--- config.mk ---
export PLATFORM = sky130hd
export DESIGN_NAME = bus_protocol_rr_arbiter_flat
export DESIGN_NICKNAME = d
export VERILOG_FILES = /design/src/rtl/bus_protocol_rr_arbiter_pkg.sv /design/src/rtl/bus_protocol_rr_arbiter_if.sv /design/src/rtl/bus_protocol_rr_arbiter_counter.sv /design/src/rtl/bus_protocol_rr_arbiter_picker.sv /design/src/rtl/bus_protocol_rr_arbiter.sv /design/src/flat_wrapper.sv
export SDC_FILE = /design/constraint.sdc
export NUM_CORES = 1
export LEC_CHECK = 0
export CAP_MARGIN = 20
export CORE_AREA = 2 2 111 113
export DETAILED_ROUTE_END_ITERATION = 10
export DIE_AREA = 0 0 113 115
export MAX_ROUTING_LAYER = met4
export PLACE_DENSITY_LB_ADDON = 0.2
export SLEW_MARGIN = 40
export SYNTH_ARGS = -nofsm -noshare
export SYNTH_HDL_FRONTEND = slang
export SYNTH_SLANG_ARGS = --single-unit
--- constraint.sdc ---
create_clock -name clk -period 5.2 [get_ports clk]
set_input_delay 1.04 -clock clk [delete_from_list [all_inputs] [get_ports clk]]
set_output_delay 1.04 -clock clk [all_outputs]
set_load 0.005 [all_outputs]
--- src/rtl/bus_protocol_rr_arbiter_pkg.sv ---
// Shared types for the bus arbiter: the common bus word and arbiter-local
// types (FSM states, strobe width).
package phy_types_pkg;
    typedef logic [31:0] word_t;
endpackage

package bus_arb_pkg;
    typedef phy_types_pkg::word_t word_t;

    localparam int STROBE_W = 4;
    typedef logic [STROBE_W-1:0] strobe_t;

    typedef enum logic {
        IDLE = 1'b0,
        BUSY = 1'b1
    } arb_state_e;
endpackage

--- src/rtl/bus_protocol_rr_arbiter_if.sv ---
// Requester-side register/memory bus. The protocol side issues ren/wen with
// addr/wdata/strobe and holds them until request_stall drops.
interface bus_protocol_if;
    import bus_arb_pkg::*;

    word_t   addr;
    word_t   wdata;
    word_t   rdata;
    strobe_t strobe;
    logic    ren;
    logic    wen;
    logic    request_stall;
    logic    error;

    // Requester (master) view: drives the request, samples the response.
    modport protocol (
        output addr, wdata, strobe, ren, wen,
        input  request_stall, rdata, error
    );

    // Slave view: samples the request, drives the response.
    modport peripheral (
        input  addr, wdata, strobe, ren, wen,
        output request_stall, rdata, error
    );
endinterface

--- src/rtl/bus_protocol_rr_arbiter_counter.sv ---
// Generic up-counter with synchronous clear (clear wins over enable).
module socetlib_counter #(
    parameter int NBITS = 16
) (
    input  logic             clk,
    input  logic             n_rst,
    input  logic             clear,
    input  logic             count_enable,
    output logic [NBITS-1:0] count_out
);
    logic [NBITS-1:0] count_q;

    // Count register: async reset, then clear, then increment.
    always_ff @(posedge clk or negedge n_rst) begin
        // NOTE: state registers use non-blocking assignments so every flop updates from pre-edge values.
        if (!n_rst) begin
            count_q <= '0;
        end else if (clear) begin
            count_q <= '0;
        end else if (count_enable) begin
            count_q <= count_q + NBITS'(1);
        end
    end

    assign count_out = count_q;
endmodule

--- src/rtl/bus_protocol_rr_arbiter_picker.sv ---
// Round-robin priority picker: finds the first active requester after
// last_grant_i, wrapping modulo NUM_REQ.
module rr_priority_picker #(
    parameter int NUM_REQ = 2,
    parameter int IDX_W   = $clog2(NUM_REQ)
) (
    input  logic [NUM_REQ-1:0] active_i,
    input  logic [IDX_W-1:0]   last_grant_i,
    output logic [IDX_W-1:0]   grant_o,
    output logic               valid_o
);
    logic [IDX_W-1:0] cand;

    // Scan from the farthest candidate to the nearest so the nearest active
    // requester after last_grant_i is the one that sticks.
    always_comb begin
        // NOTE: every output gets a default before the search loop so no latch is inferred.
        grant_o = '0;
        valid_o = 1'b0;
        cand    = '0;
        for (int off = NUM_REQ; off >= 1; off--) begin
            cand = IDX_W'((int'(last_grant_i) + off) % NUM_REQ);
            if (active_i[cand]) begin
                grant_o = cand;
                valid_o = 1'b1;
            end
        end
    end
endmodule

--- src/rtl/bus_protocol_rr_arbiter.sv ---
// Round-robin arbiter sharing one downstream bus_protocol_if among NUM_REQ
// requesters. A grant is held for the whole transaction and released on
// completion, abort, illegal request (ren and wen together) or stall timeout.
module bus_protocol_rr_arbiter
    import bus_arb_pkg::*;
#(
    parameter int NUM_REQ        = 2,
    parameter int TIMEOUT_CYCLES = 1024
) (
    input  logic                         clk,
    input  logic                         n_rst,
    input  logic [NUM_REQ-1:0]           req_ren,
    input  logic [NUM_REQ-1:0]           req_wen,
    input  word_t [NUM_REQ-1:0]          req_addr,
    input  word_t [NUM_REQ-1:0]          req_wdata,
    input  strobe_t [NUM_REQ-1:0]        req_strobe,
    output logic [NUM_REQ-1:0]           req_stall,
    output logic [NUM_REQ-1:0]           req_error,
    output word_t                        req_rdata,
    bus_protocol_if.protocol             out_if,
    output logic [$clog2(NUM_REQ)-1:0]   grant_idx
);
    localparam int               IDX_W        = $clog2(NUM_REQ);
    localparam logic [IDX_W-1:0] LAST_IDX     = IDX_W'(NUM_REQ - 1);
    localparam logic [15:0]      TIMEOUT_LAST = 16'(TIMEOUT_CYCLES - 1);

    arb_state_e       state_q, state_d;
    logic [IDX_W-1:0] grant_q, grant_d;
    logic [IDX_W-1:0] last_q, last_d;

    logic [NUM_REQ-1:0] active;
    logic [IDX_W-1:0]   pick_idx;
    logic               pick_valid;
    logic [15:0]        stall_cnt;
    logic               cnt_clear;
    logic               cnt_enable;
    logic               timeout_hit;
    logic               g_ren, g_wen;
    logic               release_bus;

    assign active    = req_ren | req_wen;
    assign g_ren     = req_ren[grant_q];
    assign g_wen     = req_wen[grant_q];
    assign grant_idx = grant_q;

    rr_priority_picker #(
        .NUM_REQ (NUM_REQ),
        .IDX_W   (IDX_W)
    ) u_picker (
        .active_i     (active),
        .last_grant_i (last_q),
        .grant_o      (pick_idx),
        .valid_o      (pick_valid)
    );

    // Watchdog counts consecutive stalled BUSY cycles; held at zero in IDLE.
    assign cnt_clear   = (state_q == IDLE);
    assign cnt_enable  = (state_q == BUSY) && out_if.request_stall;
    assign timeout_hit = (stall_cnt == TIMEOUT_LAST);

    socetlib_counter #(
        .NBITS (16)
    ) u_timeout (
        .clk          (clk),
        .n_rst        (n_rst),
        .clear        (cnt_clear),
        .count_enable (cnt_enable),
        .count_out    (stall_cnt)
    );

    // FSM state, current grant and round-robin pointer; requester 0 wins first after reset.
    always_ff @(posedge clk or negedge n_rst) begin
        if (!n_rst) begin
            state_q <= IDLE;
            grant_q <= '0;
            last_q  <= LAST_IDX;
        end else begin
            state_q <= state_d;
            grant_q <= grant_d;
            last_q  <= last_d;
        end
    end

    // Next state, downstream mux and per-requester responses.
    always_comb begin
        state_d       = state_q;
        grant_d       = grant_q;
        last_d        = last_q;
        release_bus   = 1'b0;
        req_stall     = '1;
        req_error     = '0;
        req_rdata     = '0;
        out_if.addr   = '0;
        out_if.wdata  = '0;
        out_if.strobe = '0;
        out_if.ren    = 1'b0;
        out_if.wen    = 1'b0;

        case (state_q)
            IDLE: begin
                if (pick_valid) begin
                    grant_d = pick_idx;
                    state_d = BUSY;
                end
            end

            BUSY: begin
                out_if.addr   = req_addr[grant_q];
                out_if.wdata  = req_wdata[grant_q];
                out_if.strobe = req_strobe[grant_q];
                out_if.ren    = g_ren;
                out_if.wen    = g_wen;
                req_rdata     = out_if.rdata;

                if (g_ren && g_wen) begin
                    // Illegal request: keep it off the bus, fail it locally.
                    out_if.ren         = 1'b0;
                    out_if.wen         = 1'b0;
                    req_stall[grant_q] = 1'b0;
                    req_error[grant_q] = 1'b1;
                    release_bus        = 1'b1;
                end else if (!(g_ren || g_wen)) begin
                    // Requester withdrew: release silently.
                    release_bus = 1'b1;
                end else if (!out_if.request_stall) begin
                    req_stall[grant_q] = 1'b0;
                    req_error[grant_q] = out_if.error;
                    release_bus        = 1'b1;
                end else if (timeout_hit) begin
                    // Hung slave: drop the enables and force an error completion.
                    out_if.ren         = 1'b0;
                    out_if.wen         = 1'b0;
                    req_stall[grant_q] = 1'b0;
                    req_error[grant_q] = 1'b1;
                    release_bus        = 1'b1;
                end
            end

            default: state_d = IDLE;
        endcase

        // Every exit from BUSY advances the pointer so no requester is starved.
        if (release_bus) begin
            state_d = IDLE;
            last_d  = grant_q;
        end
    end
endmodule

--- src/flat_wrapper.sv ---
// flat-port wrapper written by rule: the top's interface ports become plain ports
module bus_protocol_rr_arbiter_flat import bus_arb_pkg::*;
#(
    parameter int NUM_REQ        = 2,
    parameter int TIMEOUT_CYCLES = 1024
)
  (clk, n_rst, req_ren, req_wen, req_addr, req_wdata, req_strobe, req_stall, req_error, req_rdata, grant_idx, out_if_addr, out_if_wdata, out_if_strobe, out_if_ren, out_if_wen, out_if_request_stall, out_if_rdata, out_if_error);
  bus_protocol_if out_if_i ();
  input  logic clk;
  input  logic n_rst;
  input  logic [NUM_REQ-1:0] req_ren;
  input  logic [NUM_REQ-1:0] req_wen;
  input  word_t [NUM_REQ-1:0] req_addr;
  input  word_t [NUM_REQ-1:0] req_wdata;
  input  strobe_t [NUM_REQ-1:0] req_strobe;
  output logic [NUM_REQ-1:0] req_stall;
  output logic [NUM_REQ-1:0] req_error;
  output word_t req_rdata;
  output logic [$clog2(NUM_REQ)-1:0] grant_idx;
  output wire logic [$bits(out_if_i.addr)-1:0] out_if_addr;
  output wire logic [$bits(out_if_i.wdata)-1:0] out_if_wdata;
  output wire logic [$bits(out_if_i.strobe)-1:0] out_if_strobe;
  output wire logic [$bits(out_if_i.ren)-1:0] out_if_ren;
  output wire logic [$bits(out_if_i.wen)-1:0] out_if_wen;
  input wire logic [$bits(out_if_i.request_stall)-1:0] out_if_request_stall;
  input wire logic [$bits(out_if_i.rdata)-1:0] out_if_rdata;
  input wire logic [$bits(out_if_i.error)-1:0] out_if_error;
  assign out_if_addr = out_if_i.addr;
  assign out_if_wdata = out_if_i.wdata;
  assign out_if_strobe = out_if_i.strobe;
  assign out_if_ren = out_if_i.ren;
  assign out_if_wen = out_if_i.wen;
  assign out_if_i.request_stall = out_if_request_stall;
  assign out_if_i.rdata = out_if_rdata;
  assign out_if_i.error = out_if_error;
  bus_protocol_rr_arbiter #(.NUM_REQ(NUM_REQ), .TIMEOUT_CYCLES(TIMEOUT_CYCLES)) u_core (.clk(clk), .n_rst(n_rst), .req_ren(req_ren), .req_wen(req_wen), .req_addr(req_addr), .req_wdata(req_wdata), .req_strobe(req_strobe), .req_stall(req_stall), .req_error(req_error), .req_rdata(req_rdata), .out_if(out_if_i), .grant_idx(grant_idx));
endmodule
=== Word-level counts from Yosys, hierarchy flattened ===
Index checks and enable logic that the tools add are counted.

* Output and inout port bits: 107
* Word-level logic and storage cells: 76
* Bits in registers: 19
* Bits of input ports: 176

* $lt $le $gt $ge: 4
* Add/subtract/negate cells: 3
* Equality and inequality tests: 2
* Multiplexer cells: 54
* Reduce and logical (&&, ||, !) cells: 5
* Bitwise gates (word level): 4

{| class="wikitable"
|+ Operators by type and width
! cell !! count
|-
| 2-to-1 mux 32 bit || 7
|-
| 2-to-1 mux 16 bit || 2
|-
| 2-to-1 mux 1 bit || 31
|-
| 2-to-1 mux 2 bit || 10
|-
| adder 16 x 1 -> 16 bit (second input constant) || 1
|-
| equality test 16 x 10 -> 1 bit (second input constant) || 1
|-
| 2-to-1 mux 4 bit || 3
|-
| less-than comparator 1 x 2 -> 1 bit (second input constant) || 3
|-
| logical AND 1 bit || 3
|-
| adder 1 bit (second input constant) || 2
|-
| bitwise AND 2 bit || 1
|-
| inequality test 2 bit (second input constant) || 1
|-
| NOT 2 bit || 1
|-
| bitwise OR 2 bit || 1
|-
| AND reduction 2 bit || 1
|-
| demux 1 bit (select 1 bit) || 1
|-
| >= comparator 1 bit (second input constant) || 1
|-
| logical OR 1 bit || 1
|-
| NOT 1 bit || 1
|}

=== Logic depth before layout (Yosys ltp) ===
* Depth in word-level cells: 10
* Depth in mapped cells: 5
* Mapped depth without buffers: 5

=== Hierarchy ===
From an unflattened synthesis, not the netlist that was laid out.

* Cells, all modules: 317
* Area total of the unflattened synthesis: 2484.9 um2

{| class="wikitable"
|+ By module, submodules not included
! module !! instances !! area each (um2) !! cells an instance !! sequential area each (um2)
|-
| bus_protocol_rr_arbiter || 1 || 1599.0 || 233 || 76.3
|-
| socetlib_counter || 1 || 872.1 || 82 || 400.4
|-
| rr_priority_picker || 1 || 13.8 || 2 || 0.0
|}

=== Worst setup path before layout ===
Ideal clock, no wire load.

* Path type: input to output
* Start: input port out_if_request_stall
* End: output port req_error[0]
* Stages on the path: 5
* Path slack: 1.913 ns
* Data required time: 4.160 ns
* Path buffers: 1
* Arrival: 2.247 ns
* Path through: clkbuf_8 > or4b_1 > nor4_1 > o22ai_1 > a211oi_1

* Cells in the longest elaborated chain, start to end: 4

{| class="wikitable"
|+ Ends and longest elaborated chain
! what !! line !! source
|-
| start: declaration || flat_wrapper.sv:25 || <nowiki>input wire logic [$bits(out_if_i.request_stall)-1:0] out_if_request_stall;</nowiki>
|-
| 2-to-1 mux 2 bit || bus_protocol_rr_arbiter.sv:125 || <nowiki>end else if (!out_if.request_stall) begin</nowiki>
|-
| 2-to-1 mux 2 bit || bus_protocol_rr_arbiter.sv:122 || <nowiki>end else if (!(g_ren || g_wen)) begin</nowiki>
|-
| 2-to-1 mux 2 bit || bus_protocol_rr_arbiter.sv:115 || <nowiki>if (g_ren && g_wen) begin</nowiki>
|-
| 2-to-1 mux 2 bit || bus_protocol_rr_arbiter.sv:99 || <nowiki>case (state_q)</nowiki>
|-
| end: declaration || flat_wrapper.sv:17 || <nowiki>output logic [NUM_REQ-1:0] req_error;</nowiki>
|}

No other way between the ends.

=== Worst setup path after layout ===
Same ends and word-level chain as after synthesis.

==> out/metrics.csv <==
stage,metric,value,unit
cts,TritonCTS clock tree,yes,
timing,Slew Limit Fails,0,
placed_design,GPL Wtd Cong,0.784,
logic_synthesis,number of flops mapped to enable cells by yosys,0,
cts,CTS Hold Bufs,0,
routing,DRC Markers,20,
routing,drt pass-1 iters,8,
global_routing,gr ovfl total,0,
logic_synthesis,most common cell in the netlist,nor2_1,
worst_hold_path,Hold Path Class,flip-flop to flip-flop,
setup_path,Critical Path Slowest Stage Cell,clkdlybuf4s50_1,
setup_path,Crit Reg-Reg Startpoint,u_core.u_timeout.count_out[0]$_DFFE_PN0P_,
die,Top Ports,283,
global_routing,vias in the first global route,2918,
timing,final setup fails,0,
power_and_ir_drop,switching part of the total power,37.1,%
die,Die Wd,113,µm
die,core area,11800,µm²
cts,CTS Sinks,19,
cts,clk slew on worst S/H paths,0.05,ns
setup_path,critical path class,input pin to output pin,
layout,NumNets Final,754,
logic_synthesis,Synth area leaders,"mux2i_1, dfrtp_1, nor2_1",
logic_synthesis,Synth top area share,30.3,%
logic_synthesis,Post-synth ARST share,100,%
routing,via count,3149,
layout,P&R area growth vs syn,128,%
logic_synthesis,Synth top cells by count,"nor2_1, mux2i_1, and2_1, dfrtp_1, clkbuf_1",
setup_path,CP startpoint,out_if_request_stall,
cts,H-tree levels,1,
layout,post-layout instance area,5340,µm²
routing,1st-iter DRT viols,192,
power_and_ir_drop,Int Pwr,0.00117,W
timing,post-layout minimum cycle time,4.50,ns
layout,share of post-route cells with drive strength above 1,2.78,%
timing,f_max,0.222,GHz
global_routing,first-pass GRT wire length,16100,µm
timing,Final Hold Fails,0,
setup_path,Critical Path Source Type,input pin,
routing,post-route ant nets,0,
die,row count,40,
routing,drt wl/cell,15.5,µm
logic_synthesis,Netlist cell types,39,
placed_design,IO buf count,282,
die,die area,13000,µm²
timing,Setup Skew,0.00149,ns
setup_path,r2r endpoint,u_core.last_q$_DFFE_PN1P_,
power_and_ir_drop,Leakage,2.23,nW
routing,WL final,11200,µm
placed_design,post-place setup slack,0.678,ns
timing,slew at the pin with the worst max-slew slack,0.783,ns
timing,final worst slack,0.700,ns
placed_design,"Cell Area, Placed",5260,µm²
cts,CTS Buf Count,3,
logic_synthesis,Ys Warns,0,
worst_hold_path,Min-Delay Endpoint,u_core.u_timeout.count_out[5]$_DFFE_PN0P_,
layout,antenna diode count,0,
cts,"Setup Fix Bufs, Post-CTS",0,
cts,clock root cell,clkbuf_16,
setup_path,most used cell along the critical path,clkdlybuf4s50_1,
run,Max-Cap Viols,0,
global_routing,GRT Util Overall,15.8,%
setup_path,critical path required time,4.16,ns
cts,clk_lat worst skew,0.25,ns
cts,post-cts gate resize count,0,
timing,unrepaired setup endpoints after global routing,false,
power_and_ir_drop,maximum vdd drop,0.136,mV
logic_synthesis,mapped cell area,2340,µm²
setup_path,r2r setup slk,3.15,ns
setup_path,r2r worst-path depth,5,
die,Initial Util,19.8,%
routing,Via density,4.36,
logic_synthesis,sequential share of the synthesized area,20.3,%
global_routing,largest net degree at the start of global routing,61,
setup_path,CP endpoint kind,output pin,
die,height of the die,115,µm
run_status,failing checks,design-rule violations,
setup_path,slowest cell delay on critical path,0.57,ns
timing,setup_tns,0,ns
setup_path,CP cell instances,"clkdlybuf4s50_1, or4b_1, nor4_1, o22ai_1, a211oi_1, clkdlybuf4s50_1",
worst_hold_path,hold path depth,2,
logic_synthesis,#FFs+latches synth,19,
power_and_ir_drop,total power,0.00187,W
timing,Slew headroom,47.8,%
power_and_ir_drop,sequential share of power,16.4,%
worst_hold_path,HP Start,u_core.u_timeout.count_out[5]$_DFFE_PN0P_,
logic_synthesis,"area leader, netlist",mux2i_1,
placed_design,placed wire-length estimate,9150,µm
power_and_ir_drop,P_sw,0.000692,W
logic_synthesis,predominant post-synthesis flop cell,dfrtp_1,
logic_synthesis,"Net Count, Synth",487,
logic_synthesis,mean area per synthesized cell,7.56,µm²
power_and_ir_drop,Comb pwr share,75.1,%
global_routing,initial antenna violation count,0,
cts,clock buffer depth,2,
setup_path,CP max FO,3,
timing,final worst-path cycle share,86.5,%
run_status,status,"complete, but fails checks",
power_and_ir_drop,power per cell area,349,nW/µm²
power_and_ir_drop,Clk pwr share,8.5,%
logic_synthesis,cells after synthesis,310,
setup_path,WP data arrival,3.46,ns
[layout by cell type (no fill, tap or decap), types with 3 or more instances in the layout]
cell,instances
clkbuf_16,3
dfrtp_1,16
o21ai_0,3
mux2i_1,71
buf_4,4
nand4_1,5
xnor2_1,11
xor2_1,4
nand3_1,4
nor4_1,5
nor2_1,88
clkdlybuf4s50_1,281
nand2_1,9
nor3_1,4
inv_1,4
and2_1,32
[worst max path at each step]
stage | end | cells after the start
5_1_grt | req_error[0] | 6
4_1_cts | req_error[0] | 6
3_5_place_dp | req_error[0] | 6
3_3_place_gp | req_error[0] | 6
2_1_floorplan | req_error[0] | 5
6_report | req_error[0] | 6
[final cells by class]
cell class,count,area [µm²]
clock buffer,3,75.1
clock inverter,1,5.00
fill,1181,6470
inverter,5,18.8
multi-input combinational,262,1730
sequential,19,482
tap,147,184
timing repair buffer,286,2850
[power groups by stage]
stage | registers [W] | logic [W] | clock network (W)
floorplan | 0.000189 | 0.000700 | 0
global placement | 0.000307 | 0.00141 | 0
detailed placement | 0.000312 | 0.00142 | 0
CTS | 0.000309 | 0.00142 | 0.000164
global route | 0.000322 | 0.00151 | 0.000169
finish | 0.000306 | 0.00140 | 0.000159
[through the flow]
step,utilization [%],hold WS [ns],std cells
after floorplan,-,0.505,310
after global placement,44.6,0.532,719
after detailed placement,44.5,0.531,719
after CTS,45.2,0.548,723
after global routing,45.2,0.584,723
final,45.2,0.539,723
[flip-flops by register name, summed over array words and instances, names as in the netlist]
register / cells
u_core.state_q: 1
u_core.grant_idx: 1
u_core.u_timeout.count_out: 16
u_core.last_q: 1
[routing by layer]
layer  GRT usage, %  wire length [µm]
met5              -                 0
met4           2.20               175
met3           3.43               868
met2           27.0              5630
met1           19.8              4520
[worst max-delay path: cells and delay by family]
kind,cells,cell delay [ns]
AO/OA/AOI/OAI,2,0.45
AND/OR/NAND/NOR,2,0.90
buffers and inverters,2,1.07
[kinds of logic after synthesis]
family,count (synthesis),share of synthesized area [%]
AND/OR/NAND/NOR,160,32.6
adder cells (fa/ha/maj),1,0.534
buffers and inverters,29,5.93
AO/OA/AOI/OAI,14,4.00
multiplexers,72,31.0
flip-flops,19,20.3
XOR/XNOR,15,5.61
Note: power is estimated with default switching activity, not from simulation.
